## config.mk

```make
export PLATFORM = sky130hd
export DESIGN_NAME = muldiv_unit
export DESIGN_NICKNAME = d
export VERILOG_FILES = /design/src/rtl/muldiv_pkg.sv /design/src/rtl/muldiv_unit_div_step.sv /design/src/rtl/muldiv_unit.sv
export SDC_FILE = /design/constraint.sdc
export NUM_CORES = 1
export LEC_CHECK = 0
export CAP_MARGIN = 0
export CELL_PAD_IN_SITES_DETAIL_PLACEMENT = 0
export CELL_PAD_IN_SITES_GLOBAL_PLACEMENT = 1
export CORE_MARGIN = 3
export CORE_UTILIZATION = 39
export CTS_CLUSTER_DIAMETER = 30
export DETAILED_ROUTE_END_ITERATION = 10
export HOLD_SLACK_MARGIN = 0.05
export PLACE_DENSITY_LB_ADDON = 0.12
export REMOVE_ABC_BUFFERS = 1
export SKIP_LAST_GASP = 1
export SLEW_MARGIN = 5
export SYNTH_ARGS = -nofsm -noshare
export SYNTH_HDL_FRONTEND = slang
export SYNTH_SLANG_ARGS = --single-unit
```

## constraint.sdc

```tcl
create_clock -name clk -period 2.89 [get_ports clk]
set_input_delay 0.578 -clock clk [delete_from_list [all_inputs] [get_ports clk]]
set_output_delay 0.578 -clock clk [all_outputs]
set_load 0.005 [all_outputs]
```

## src/rtl/muldiv_pkg.sv

```systemverilog
// Shared encodings for the iterative multiply/divide unit: op codes, FSM states
// and the default datapath width.
package muldiv_pkg;

   localparam int MD_WIDTH = 32;

   typedef enum logic [2:0] {
      MD_MULT  = 3'd0,
      MD_MULTU = 3'd1,
      MD_DIV   = 3'd2,
      MD_DIVU  = 3'd3,
      MD_MTHI  = 3'd4,
      MD_MTLO  = 3'd5
   } md_op_e;

   typedef enum logic [1:0] {
      S_IDLE = 2'd0,
      S_CALC = 2'd1,
      S_FIX  = 2'd2
   } md_state_e;

endpackage

```

## src/rtl/muldiv_unit_div_step.sv

```systemverilog
// One combinational restoring-division step: compare the shifted partial
// remainder against the divisor and subtract when it fits.
module div_step
   import muldiv_pkg::*;
#(
   parameter int WIDTH = MD_WIDTH
) (
   input  logic [WIDTH:0]   partial_i,
   input  logic [WIDTH-1:0] divisor_i,
   output logic [WIDTH-1:0] rem_o,
   output logic             q_bit_o
);

   logic [WIDTH:0] diff;

   // partial_i < 2*divisor, so the top bit of diff is a clean borrow flag
   assign diff    = partial_i - {1'b0, divisor_i};
   assign q_bit_o = ~diff[WIDTH];
   assign rem_o   = q_bit_o ? diff[WIDTH-1:0] : partial_i[WIDTH-1:0];

endmodule

```

## src/rtl/muldiv_unit.sv

```systemverilog
// Iterative MULT/MULTU/DIV/DIVU unit with HI/LO registers; sign-magnitude core,
// one step per cycle, sign correction and HI/LO write in a final FIX cycle.
module muldiv_unit
   import muldiv_pkg::*;
#(
   parameter int WIDTH = MD_WIDTH
) (
   input  logic             clk,
   input  logic             rst_n,
   input  logic             start,
   input  logic [2:0]       op,
   input  logic [WIDTH-1:0] a,
   input  logic [WIDTH-1:0] b,
   output logic             busy,
   output logic             done,
   output logic [WIDTH-1:0] hi,
   output logic [WIDTH-1:0] lo
);

   localparam int CW = $clog2(WIDTH);

   md_state_e          state_q, state_d;
   logic [CW-1:0]      cnt_q, cnt_d;
   logic               is_div_q, is_div_d;
   logic               sa_q, sa_d, sb_q, sb_d;
   logic [WIDTH-1:0]   ma_q, ma_d, mb_q, mb_d;
   logic [2*WIDTH-1:0] acc_q, acc_d;
   logic [WIDTH-1:0]   hi_q, hi_d, lo_q, lo_d;
   logic               busy_q, busy_d, done_q, done_d;

   logic               signed_op;
   logic [WIDTH-1:0]   abs_a, abs_b;
   logic [WIDTH:0]     mul_sum;
   logic [WIDTH:0]     div_partial;
   logic [WIDTH-1:0]   div_rem;
   logic               div_qbit;
   logic [2*WIDTH-1:0] prod_fix;

   div_step #(.WIDTH(WIDTH)) u_div_step (
      .partial_i (div_partial),
      .divisor_i (mb_q),
      .rem_o     (div_rem),
      .q_bit_o   (div_qbit)
   );

   // Divide: acc = {remainder, dividend/quotient}; multiply: acc = {partial sum, product low bits}
   assign div_partial = {acc_q[2*WIDTH-1:WIDTH], acc_q[WIDTH-1]};
   assign mul_sum     = {1'b0, acc_q[2*WIDTH-1:WIDTH]} + (mb_q[0] ? {1'b0, ma_q} : '0);

   always_comb begin
      state_d   = state_q;
      cnt_d     = cnt_q;
      is_div_d  = is_div_q;
      sa_d      = sa_q;
      sb_d      = sb_q;
      ma_d      = ma_q;
      mb_d      = mb_q;
      acc_d     = acc_q;
      hi_d      = hi_q;
      lo_d      = lo_q;
      done_d    = 1'b0;
      signed_op = (op == MD_MULT) || (op == MD_DIV);
      abs_a     = (signed_op && a[WIDTH-1]) ? -a : a;
      abs_b     = (signed_op && b[WIDTH-1]) ? -b : b;
      prod_fix  = (sa_q ^ sb_q) ? -acc_q : acc_q;

      case (state_q)
         S_IDLE: begin
            if (start) begin
               case (op)
                  MD_MULT, MD_MULTU, MD_DIV, MD_DIVU: begin
                     sa_d     = signed_op & a[WIDTH-1];
                     sb_d     = signed_op & b[WIDTH-1];
                     ma_d     = abs_a;
                     mb_d     = abs_b;
                     is_div_d = op[1];
                     acc_d    = op[1] ? {{WIDTH{1'b0}}, abs_a} : '0;
                     cnt_d    = '0;
                     state_d  = S_CALC;
                  end
                  MD_MTHI: hi_d = a;
                  MD_MTLO: lo_d = a;
                  default: ;
               endcase
            end
         end
         S_CALC: begin
            if (is_div_q) begin
               acc_d = {div_rem, acc_q[WIDTH-2:0], div_qbit};
            end else begin
               acc_d = {mul_sum, acc_q[WIDTH-1:1]};
               mb_d  = mb_q >> 1;
            end
            cnt_d = cnt_q + CW'(1);
            if (cnt_q == CW'(WIDTH - 1)) begin
               state_d = S_FIX;
            end
         end
         S_FIX: begin
            if (is_div_q) begin
               // A zero divisor leaves |a| as remainder; re-signing it restores a
               lo_d = (mb_q == '0) ? '1
                    : ((sa_q ^ sb_q) ? -acc_q[WIDTH-1:0] : acc_q[WIDTH-1:0]);
               hi_d = sa_q ? -acc_q[2*WIDTH-1:WIDTH] : acc_q[2*WIDTH-1:WIDTH];
            end else begin
               {hi_d, lo_d} = prod_fix;
            end
            done_d  = 1'b1;
            state_d = S_IDLE;
         end
         default: state_d = S_IDLE;
      endcase

      busy_d = (state_d != S_IDLE);
   end

   always_ff @(posedge clk) begin
      if (!rst_n) begin
         state_q  <= S_IDLE;
         cnt_q    <= '0;
         is_div_q <= 1'b0;
         sa_q     <= 1'b0;
         sb_q     <= 1'b0;
         ma_q     <= '0;
         mb_q     <= '0;
         acc_q    <= '0;
         hi_q     <= '0;
         lo_q     <= '0;
         busy_q   <= 1'b0;
         done_q   <= 1'b0;
      end else begin
         state_q  <= state_d;
         cnt_q    <= cnt_d;
         is_div_q <= is_div_d;
         sa_q     <= sa_d;
         sb_q     <= sb_d;
         ma_q     <= ma_d;
         mb_q     <= mb_d;
         acc_q    <= acc_d;
         hi_q     <= hi_d;
         lo_q     <= lo_d;
         busy_q   <= busy_d;
         done_q   <= done_d;
      end
   end

   assign busy = busy_q;
   assign done = done_q;
   assign hi   = hi_q;
   assign lo   = lo_q;

endmodule
```

==> summary by stage <==
Floorplan
The I/O pin count is approximately 140. The die outline area is around 42000 µm². The vertical extent of the die is roughly 210 µm. In this run the standard cell core region covers slightly below 40000 µm². The die is ~210 µm wide. For this configuration, the core starts out at a cell density of between 30% and 40%. The number of core rows is between 70 and 80.

Global routing
For this run, the total global-route usage over all layers was measured as just under 30%. The global route total overflow is 0. Entering global routing, the biggest net connects 66 pins.

The first global-routing pass estimated about 96 mm of wire. The initial antenna violation count came to 2. The number of global-route vias before repair is about 17000.

Setup path
The worst register-to-register path ends at acc_q[62]. The cell seen most often among critical-path stages is buf_12. Together, buffers and inverters on the worst path number 3. The category of the worst setup path capture point is a flop.

The critical path goes through inv_4 -> ha_4 -> fa_2 -> nor2b_2 -> o311a_1 -> o41a_1 -> a211oi_4 -> o31ai_4 -> a21oi_1 -> and3b_2 -> buf_12 -> buf_12 -> nor4bb_4 -> o31ai_1. In this run the critical register-to-register path is launched from acc_q[31]. On the worst path, the slowest cell contributes a delay of 0.42 ns. Data on the critical path arrives at its endpoint at between 3 and 4 ns.

The critical path's slowest cell is o41a_1. The type of the worst setup path is flop to flop. Along the worst path, the maximum fanout reaches 8.

The required time reported for the critical path endpoint is about 3.4 ns. On the critical path the largest part of the delay comes from compound AO/OA/AOI/OAI gates. The type of origin of the critical path is a flop. The logic depth of the worst register-to-register path is 14.

The internal reg-to-reg setup slack is -0.28 ns.

STA
The worst hold-check slack is 0.420 ns. The worst clock skew is 0.0159 ns. The worst path uses 110% of the clock period. The slew at the pin closest to its max-slew limit is between 0.6 and 0.7 ns. The worst relative slew slack is 57.8%. Setup violations remaining at the end of the flow were counted as 33.

After layout, the minimum clock period comes to 3.17 ns. The sum of negative setup slack is -5.93 ns. Timing would allow up to roughly 320 MHz. Setup repair after global routing could not meet its margin everywhere.

The max-slew violation count was 0. The final number of hold-violating endpoints is 0. Setup slack on the critical path of the routed design comes to -0.281 ns.

CTS
After clock tree synthesis, the clock-pin slew on the worst setup and hold paths is 0.04 ns. No sink is reached through more buffers than the 3 on the longest clock path. Clock latency on the worst-skew pair, taken at its later pin, is about 0.60 ns. TritonCTS built the clock tree. CTS built an H-tree with a depth of 2.

Clock tree synthesis selected as its root buffer the cell clkbuf_16. In this run, CTS created clock tree buffers numbering 56. The number of sinks handled by clock tree synthesis is 204.

Placement
At the placement stage, the worst setup path has a slack of -0.783 ns. The detailed placer's ending HPWL is just under 50 mm. The quantity of I/O buffers inserted on ports is approximately 140. At the end of routability-driven placement, the weighted congestion stood at just over 0.9.

Power and ir drop
Dividing total power by cell area gives a power density of between 500 and 600 nW/µm². IR analysis of the VDD net gives a maximum drop of roughly 0.74 mV. The analysis attributes to cell leakage a power of about 9.5 nW.

The design draws 12.0 mW.

Synthesis
Among all flip-flop cells after synthesis, the most frequent one is dfxtp_1. The synthesized flop and latch total is 204. Sequential elements use about a quarter of the synthesized area. The biggest area contributor in the post-synthesis netlist is dfxtp_1. Averaged over all synthesized cells, the footprint is ~7.4 µm². The synthesized netlist occupies a cell area of 15500 µm². The fraction of registers with async set/reset is 0%.

The number of synthesized flops with an enable pin is 0. The synthesized instance count is slightly above 2000. By area the synthesized netlist is led by dfxtp_1, o21ai_0, a21oi_1. The synthesized netlist contains 75 unique library cells. The total number of yosys warnings is 0. Of the post-synthesis cell area, the dominant cell type holds 26.4%.

Finish
The relative area change from synthesis to final layout is 44.9%. In the layout the commonest cells are buf_4, nor2_1, dfxtp_1, nand2_1, a21oi_1. The final net count is about 2700.

Cells with a size suffix above 1 make up 23.5% of the layout. The leading cell type in the layout, fill and taps excluded is buf_4. The post-route core utilization is 57.6%.

Worst hold path
The hold path startpoint is a[12]. The worst min-delay path class is input pin to flop. Counting instances, the worst hold path has a depth of 4. The destination of the worst hold path is hi[12].

Routing
The detailed router placed between 15000 and 20000 vias in this run. The first detailed-routing pass took 7 iterations. In the routed design, unresolved DRC markers number 0.

The count of nets left with antenna violations once routing finished came out at 0. Using the TritonRoute via totals, the vias-per-cell ratio works out to approximately 5.6. The detail-routed net length per standard cell is between 20 and 25 µm. The DRC marker count from the first detailed-route iteration is 1197. The sum of routed wire length over all layers is between 60 and 70 mm.

Run
The number of violations of the max-capacitance limit is 0.

Run status
The run finished, with violations left. The final reports fail on setup timing.
[worst reg2reg max path, stage by stage, from the launching register on]
cell      delay (ns)
dfxtp_2         0.33
inv_4           0.09
ha_4            0.15
fa_2            0.20
nor2b_2         0.05
o311a_1         0.33
o41a_1          0.42
a211oi_4        0.35
o31ai_4         0.12
a21oi_1         0.15
and3b_2         0.26
buf_12          0.16
buf_12          0.14
nor4bb_4        0.15
o31ai_1         0.18
[per-stage QoR]
| step | area, µm² | cells |
|---|---|---|
| global route | 22400 | 3098 |
| finish | 22400 | 3099 |
| detailed placement | 20100 | 2989 |
| CTS | 22200 | 3095 |
| global placement | 20100 | 2989 |
| floorplan | 14900 | 1934 |
[power by group]
group          internal [mW]  leakage, nW  switching [mW]  total, mW
Combinational           1.20         6.88            1.44       2.64
Clock                   4.38        0.936            1.91       6.29
Sequential              2.97         1.66           0.111       3.08
[registers in the layout, summed over array words and instances, names as in the netlist]
name	flops
acc_q	64
busy	1
cnt_q	5
done	1
hi	32
is_div_q	1
lo	32
ma_q	32
mb_q	32
sa_q	1
sb_q	1
state_q	2
[synth_stat cells, drive strengths merged (8+ instances only)]
cell    instances
nor2b          13
or3            13
and2           40
o41ai          15
nand3          39
o21a            8
ha             70
xnor2          83
xor2           83
a31oi          25
nor2          213
inv            69
nand2         195
o211ai         12
clkbuf        126
a22oi          21
nand4          12
dfxtp         204
and3           13
nand2b         20
or4            13
nor4           32
a21o           26
or2             8
o21ai         201
nor3           48
buf            19
o31ai          19
a211oi         39
a21oi         184
o221ai         65
mux2i          64
[kinds of logic (layout without fill, tap and decap cells)]
| group | Yosys count | count (layout) | share of synthesized area, % |
|---|---|---|---|
| AO/OA/AOI/OAI | 678 | 678 | 27.7 |
| AND/OR/NAND/NOR | 677 | 677 | 20.8 |
| buffers and inverters | 214 | 715 | 5.30 |
| flip-flops | 204 | 204 | 26.4 |
| XOR/XNOR | 166 | 166 | 9.40 |
| adder cells (fa/ha/maj) | 72 | 72 | 5.92 |
| multiplexers | 68 | 68 | 4.43 |
| other | 0 | 1 | 0 |
[what timing repair did]
item | CTS | global route
setup buffers | 6 | 3
pin swaps | 27 | 38
hold buffers | 0 | 0
resized for setup | 63 | 75
setup endpoints to repair | 45 | 54
hold endpoints to repair | 0 | 0
[per-layer routing]
layer / vias to the layer above / part of all wire (%) / GRT usage, %
li1: 8510 / - / -
met1: 8325 / 48 / 42.0
met2: 507 / 43 / 43.8
met3: 93 / 6.0 / 5.30
met4: 2 / 2.8 / 9.15
met5: - / 0.026 / 0
[layout make-up]
class	instances	area, µm²
antenna	1	2.50
clock buffer	80	1620
clock inverter	21	295
fill	3763	16500
inverter	69	263
multi-input combinational	1661	10900
sequential	204	4090
tap	518	648
timing repair buffer	545	4550
[how the worst max path moves through the flow]
stage / to / slack, ns / depth (start not counted) / start
global route: acc_q[62] / -0.37 / 14 / acc_q[31]
finish: acc_q[62] / -0.28 / 14 / acc_q[31]
floorplan: is_div_q / -1.75 / 6 / op[2]
global placement: acc_q[29] / -0.72 / 10 / a[5]
CTS: acc_q[62] / -0.35 / 14 / acc_q[31]
detailed placement: acc_q[31] / -0.78 / 10 / a[5]
No activity file was read; power rests on OpenSTA's default activity.
